**config.mk**
```make
export PLATFORM = sky130hd
export DESIGN_NAME = alu_arbiter
export DESIGN_NICKNAME = d
export VERILOG_FILES = /design/src/rtl/alu_arbiter.sv
export SDC_FILE = /design/constraint.sdc
export NUM_CORES = 1
export LEC_CHECK = 0
export BUFFER_PORTS_ARGS = -buffer_cell sky130_fd_sc_hd__buf_4
export CAP_MARGIN = 20
export CORE_AREA = 3 3 119 121
export DETAILED_ROUTE_END_ITERATION = 8
export DIE_AREA = 0 0 122 124
export HOLD_SLACK_MARGIN = 0.1
export PLACE_DENSITY = 0.71
export SLEW_MARGIN = 20
export SYNTH_ARGS = -nofsm -noshare
export SYNTH_HDL_FRONTEND = slang
export SYNTH_SLANG_ARGS = --single-unit
```
**constraint.sdc**
```tcl
create_clock -name clk -period 2.4 [get_ports clk]
set_input_delay 0 -clock clk [delete_from_list [all_inputs] [get_ports clk]]
set_output_delay 0 -clock clk [all_outputs]
set_load 0.05 [all_outputs]
```
**src/rtl/alu_arbiter.sv**
```systemverilog
// Two-requester round-robin front end for a shared combinational ALU, with a one-entry
// registered response slot and saturating per-requester transaction counters.
module alu_arbiter (
  input  logic        clk,
  input  logic        reset,
  input  logic        req0_valid,
  output logic        req0_ready,
  input  logic [3:0]  req0_op,
  input  logic [31:0] req0_a,
  input  logic [31:0] req0_b,
  input  logic        req1_valid,
  output logic        req1_ready,
  input  logic [3:0]  req1_op,
  input  logic [31:0] req1_a,
  input  logic [31:0] req1_b,
  output logic [3:0]  alu_op,
  output logic [31:0] alu_a,
  output logic [31:0] alu_b,
  input  logic [31:0] alu_result,
  output logic        rsp_valid,
  input  logic        rsp_ready,
  output logic        rsp_id,
  output logic [31:0] rsp_data,
  output logic [15:0] cnt0,
  output logic [15:0] cnt1
);

  logic        last_q;
  logic        rsp_valid_q;
  logic        rsp_id_q;
  logic [31:0] rsp_data_q;
  logic [15:0] cnt0_q;
  logic [15:0] cnt1_q;

  logic gnt_valid;
  logic gnt_id;
  logic can_issue;
  logic xfer;

  // On a tie the requester that did not win last time is favoured.
  always_comb begin
    gnt_valid = req0_valid | req1_valid;
    gnt_id    = 1'b0;
    if (req0_valid && req1_valid) begin
      gnt_id = ~last_q;
    end else if (req1_valid) begin
      gnt_id = 1'b1;
    end
  end

  assign can_issue  = ~rsp_valid_q | rsp_ready;
  assign req0_ready = gnt_valid & ~gnt_id & can_issue & ~reset;
  assign req1_ready = gnt_valid & gnt_id & can_issue & ~reset;
  assign xfer       = req0_ready | req1_ready;

  // Operands follow the grant even when the response slot is blocked.
  always_comb begin
    alu_op = 4'd0;
    alu_a  = 32'd0;
    alu_b  = 32'd0;
    if (gnt_valid) begin
      if (gnt_id) begin
        alu_op = req1_op;
        alu_a  = req1_a;
        alu_b  = req1_b;
      end else begin
        alu_op = req0_op;
        alu_a  = req0_a;
        alu_b  = req0_b;
      end
    end
  end

  always_ff @(posedge clk) begin
    if (reset) begin
      rsp_valid_q <= 1'b0;
      rsp_id_q    <= 1'b0;
      rsp_data_q  <= 32'd0;
      cnt0_q      <= 16'd0;
      cnt1_q      <= 16'd0;
      last_q      <= 1'b1;
    end else begin
      if (xfer) begin
        rsp_valid_q <= 1'b1;
        rsp_id_q    <= gnt_id;
        rsp_data_q  <= alu_result;
        last_q      <= gnt_id;
      end else if (rsp_ready) begin
        rsp_valid_q <= 1'b0;
      end
      if (req0_ready && (cnt0_q != 16'hFFFF)) begin
        cnt0_q <= cnt0_q + 16'd1;
      end
      if (req1_ready && (cnt1_q != 16'hFFFF)) begin
        cnt1_q <= cnt1_q + 16'd1;
      end
    end
  end

  assign rsp_valid = rsp_valid_q;
  assign rsp_id    = rsp_id_q;
  assign rsp_data  = rsp_data_q;
  assign cnt0      = cnt0_q;
  assign cnt1      = cnt1_q;

endmodule

```
==> out/metrics.cfg <==
[floorplan]
num_io_pins=309
core_area_um2=13190
start_util_pct=29.51
die_y_um=124
dieArea_um2=15130
num_rows=42
die_w_um=122

[timing]
timing.fmax_mhz=513.0
period_share_pct=81.22
setup_tns_ns=0
slew-limit-headroom_pct=56.84
layout_min_cycle_time_ns=1.949
finalSetupViolCount=0
worst_pin_slew_ns=0.6415
fin_skew_ns=0.005108
report.final.slew_viol_count=0
hold_ws_ns=0.1139
rsz0062_at_grt=no
hold_viol=0

[layout]
drive_gt1_share_pct=37.64
area_delta_synth_final_pct=78.40
fin_area_um2=6944
nets=1069
n_antenna_cell=0
final_util_pct=52.65
fill_cells=1298

[grt]
gr-usage-met3_pct=8.946
grt_start_max_net_pins=131
grt-busiest-layer=met2
use_met1_pct=23.22
grt_antenna_before_repair=0
grt_overflow=0
use_met2_pct=34.60
grt_usage_pct=20.39
grt_pass1_vias=4530
grt_pass1_wl_mm=24.12

[clocking]
insertion_delay_ns=0.33
cts_made_buffers=9
h-tree-depth=3
post_cts_buffers=0
cts_tree=done
path_clk_slew_ns=0.05
cts-root-buf=clkbuf_16
cts_buffer_depth=2
cts_sinks=67

[routing]
vias=5105
wl_per_cell_um=15.87
dr.pass1.iters=5
drc_errors=0
drtAntennaViolNets=0
drt_wl_total_mm=17.05
drt_iter0_drc=283
drt-vias-per-instance=4.753

[yosys]
yosys_register_bits=67
async_reset_ff_share_pct=0
syn_nets=752
avgSynthCellArea_um2=6.746
synth_edf_count=0
syn_area_um2=3892
synth_top_flop_cell=dfxtp_1
syn_inst=577
synth_cell_types=42
yosysWarnings=0
yosysSeqAreaShare_pct=34.46

[worst_hold_path]
hold_path_class=in -> reg

[critical_path]
critical_path_class=reg -> out
crit_family=buffers and inverters
worstSetupEndpointType=output port
max_stage_delay_ns=0.39
cp_max_fo=130
cp_cell_sequence=a21boi_4 -> buf_12 -> nand2_1 -> o21ai_0 -> buf_4
worstPathArrival_ns=1.95
slowest_stage=buf_12
path_buf_inv=2
worstSetupStartpointType=register
cp.required_ns=2.40

[placement]
io_buffer_count=308
hpwlAfterDp_mm=12.86
placed_area_um2=6337
gp_congestion=0.8314

[power]
total_leakage_power_nw=3.271
peakVddDrop_uv=482.6
power_density_nw_per_um2=554.9
total_power_mw=3.853

[run_status]
status=complete, no violations

[flow_run]
drv_cap=0

## metal layers
| metal | vias to the layer above | routed length, um |
|---|---|---|
| met3 | 23 | 2022 |
| met1 | 2265 | 6348 |
| met4 | 0 | 322 |
| met2 | 212 | 8353 |
| met5 | - | 0 |
| li1 | 2605 | - |
## state kept, by name, summed over array words and instances, names as in the netlist
name / count
rsp_id: 1
last_q: 1
rsp_data: 32
cnt0: 16
cnt1: 16
rsp_valid: 1
## cells by family after synthesis
| logic type | Yosys count | synth area share (%) |
|---|---|---|
| buffers and inverters | 47 | 4.853 |
| adders and majority gates | 2 | 0.6428 |
| xor gates and xnor gates | 17 | 3.825 |
| DFF | 67 | 34.46 |
| AOI/OAI and AO/OA | 130 | 19.90 |
| and+or+nand+nor | 308 | 34.75 |
| muxes | 6 | 1.575 |
## cells in the mapped netlist, types with 2 or more instances
master / number / share of area [%]
o21ai_0: 77 / 9.9
xor2_1: 7 / 1.6
o31ai_1: 2 / 0.39
a21oi_1: 8 / 1.0
clkbuf_1: 35 / 3.4
nor3_1: 6 / 0.77
nand3_1: 14 / 1.8
nand2_1: 216 / 21
nor2_1: 29 / 2.8
o211ai_1: 36 / 6.9
dfxtp_1: 67 / 34
and2_1: 3 / 0.48
nor2b_1: 3 / 0.48
xnor2_1: 10 / 2.2
nand4_1: 8 / 1.3
ha_1: 2 / 0.64
inv_1: 4 / 0.39
and4_1: 7 / 1.6
buf_4: 2 / 0.39
nand3_2: 2 / 0.51
or3_1: 5 / 0.80
mux2i_1: 5 / 1.3
buf_2: 4 / 0.51
nor4_1: 7 / 1.1
## final cells by class
class | count | area [um^2] | share of cell area [%]
timing repair buffer | 348 | 2708 | 38.99
multi-input combinational | 463 | 2380 | 34.27
sequential | 67 | 1341 | 19.32
clock buffer | 12 | 236.5 | 3.405
tap | 176 | 220.2 | 3.171
clock inverter | 3 | 40.04 | 0.5766
inverter | 5 | 18.77 | 0.2703
## cells in the final DEF, fill, tap and decap left out, types with 3 or more instances in the layout
cell and count:
buf_4 314, nand2_1 216, o21ai_0 77, dfxtp_1 67, o211ai_1 36, dlygate4sd3_1 33
nor2_1 28, nand3_1 14, xnor2_1 10, clkbuf_16 9, nand4_1 8, a21oi_1 8
nor4_1 7, and4_1 7, xor2_1 7, nor3_1 5, or3_1 5, mux2i_1 5
inv_1 4, and2_1 3, clkbuf_1 3
## where the power goes
part           internal [mW]  switching (mW)  total (mW)
clock                  0.796           0.468        1.26
combinational          0.494           0.904        1.40
sequential              1.16          0.0304        1.19
total                   2.45            1.40        3.85
## path summary, 6_finish.rpt
kind	from	endpoint	slack, ns	depth (start not counted)
hold / removal	rsp_ready	rsp_valid$_SDFFE_PP0P_	0.11	3
setup / recovery	last_q$_SDFFE_PP1P_	alu_b[26]	0.45	5
setup reg to reg	cnt1[0]$_SDFFE_PP0P_	cnt1[8]$_SDFFE_PP0P_	0.47	6
hold reg to reg	rsp_data[8]$_SDFFE_PP0P_	rsp_data[8]$_SDFFE_PP0P_	0.49	2
## worst register-to-register path, stage by stage (launching register included)
cell and delay (ns):
dfxtp_1 0.40, ha_1 0.24, and4_1 0.20, nand4_1 0.20, o21ai_2 0.41, nor4_1 0.10
mux2_2 0.28
## timing repair
item,in CTS,in global routing
hold buffers,33,0
endpoints found under the setup margin,0,0
resized for setup,0,0
endpoints found under the hold margin,59,0
## stage by stage
stage	worst slack, ns	cells
2_1_floorplan	0.2513	577
3_3_place_gp	0.5254	1026
3_5_place_dp	0.4980	1026
4_1_cts	0.4318	1074
5_1_grt	0.2850	1074
6_report	0.4506	1074
Note: power is estimated with default switching activity, not from simulation.
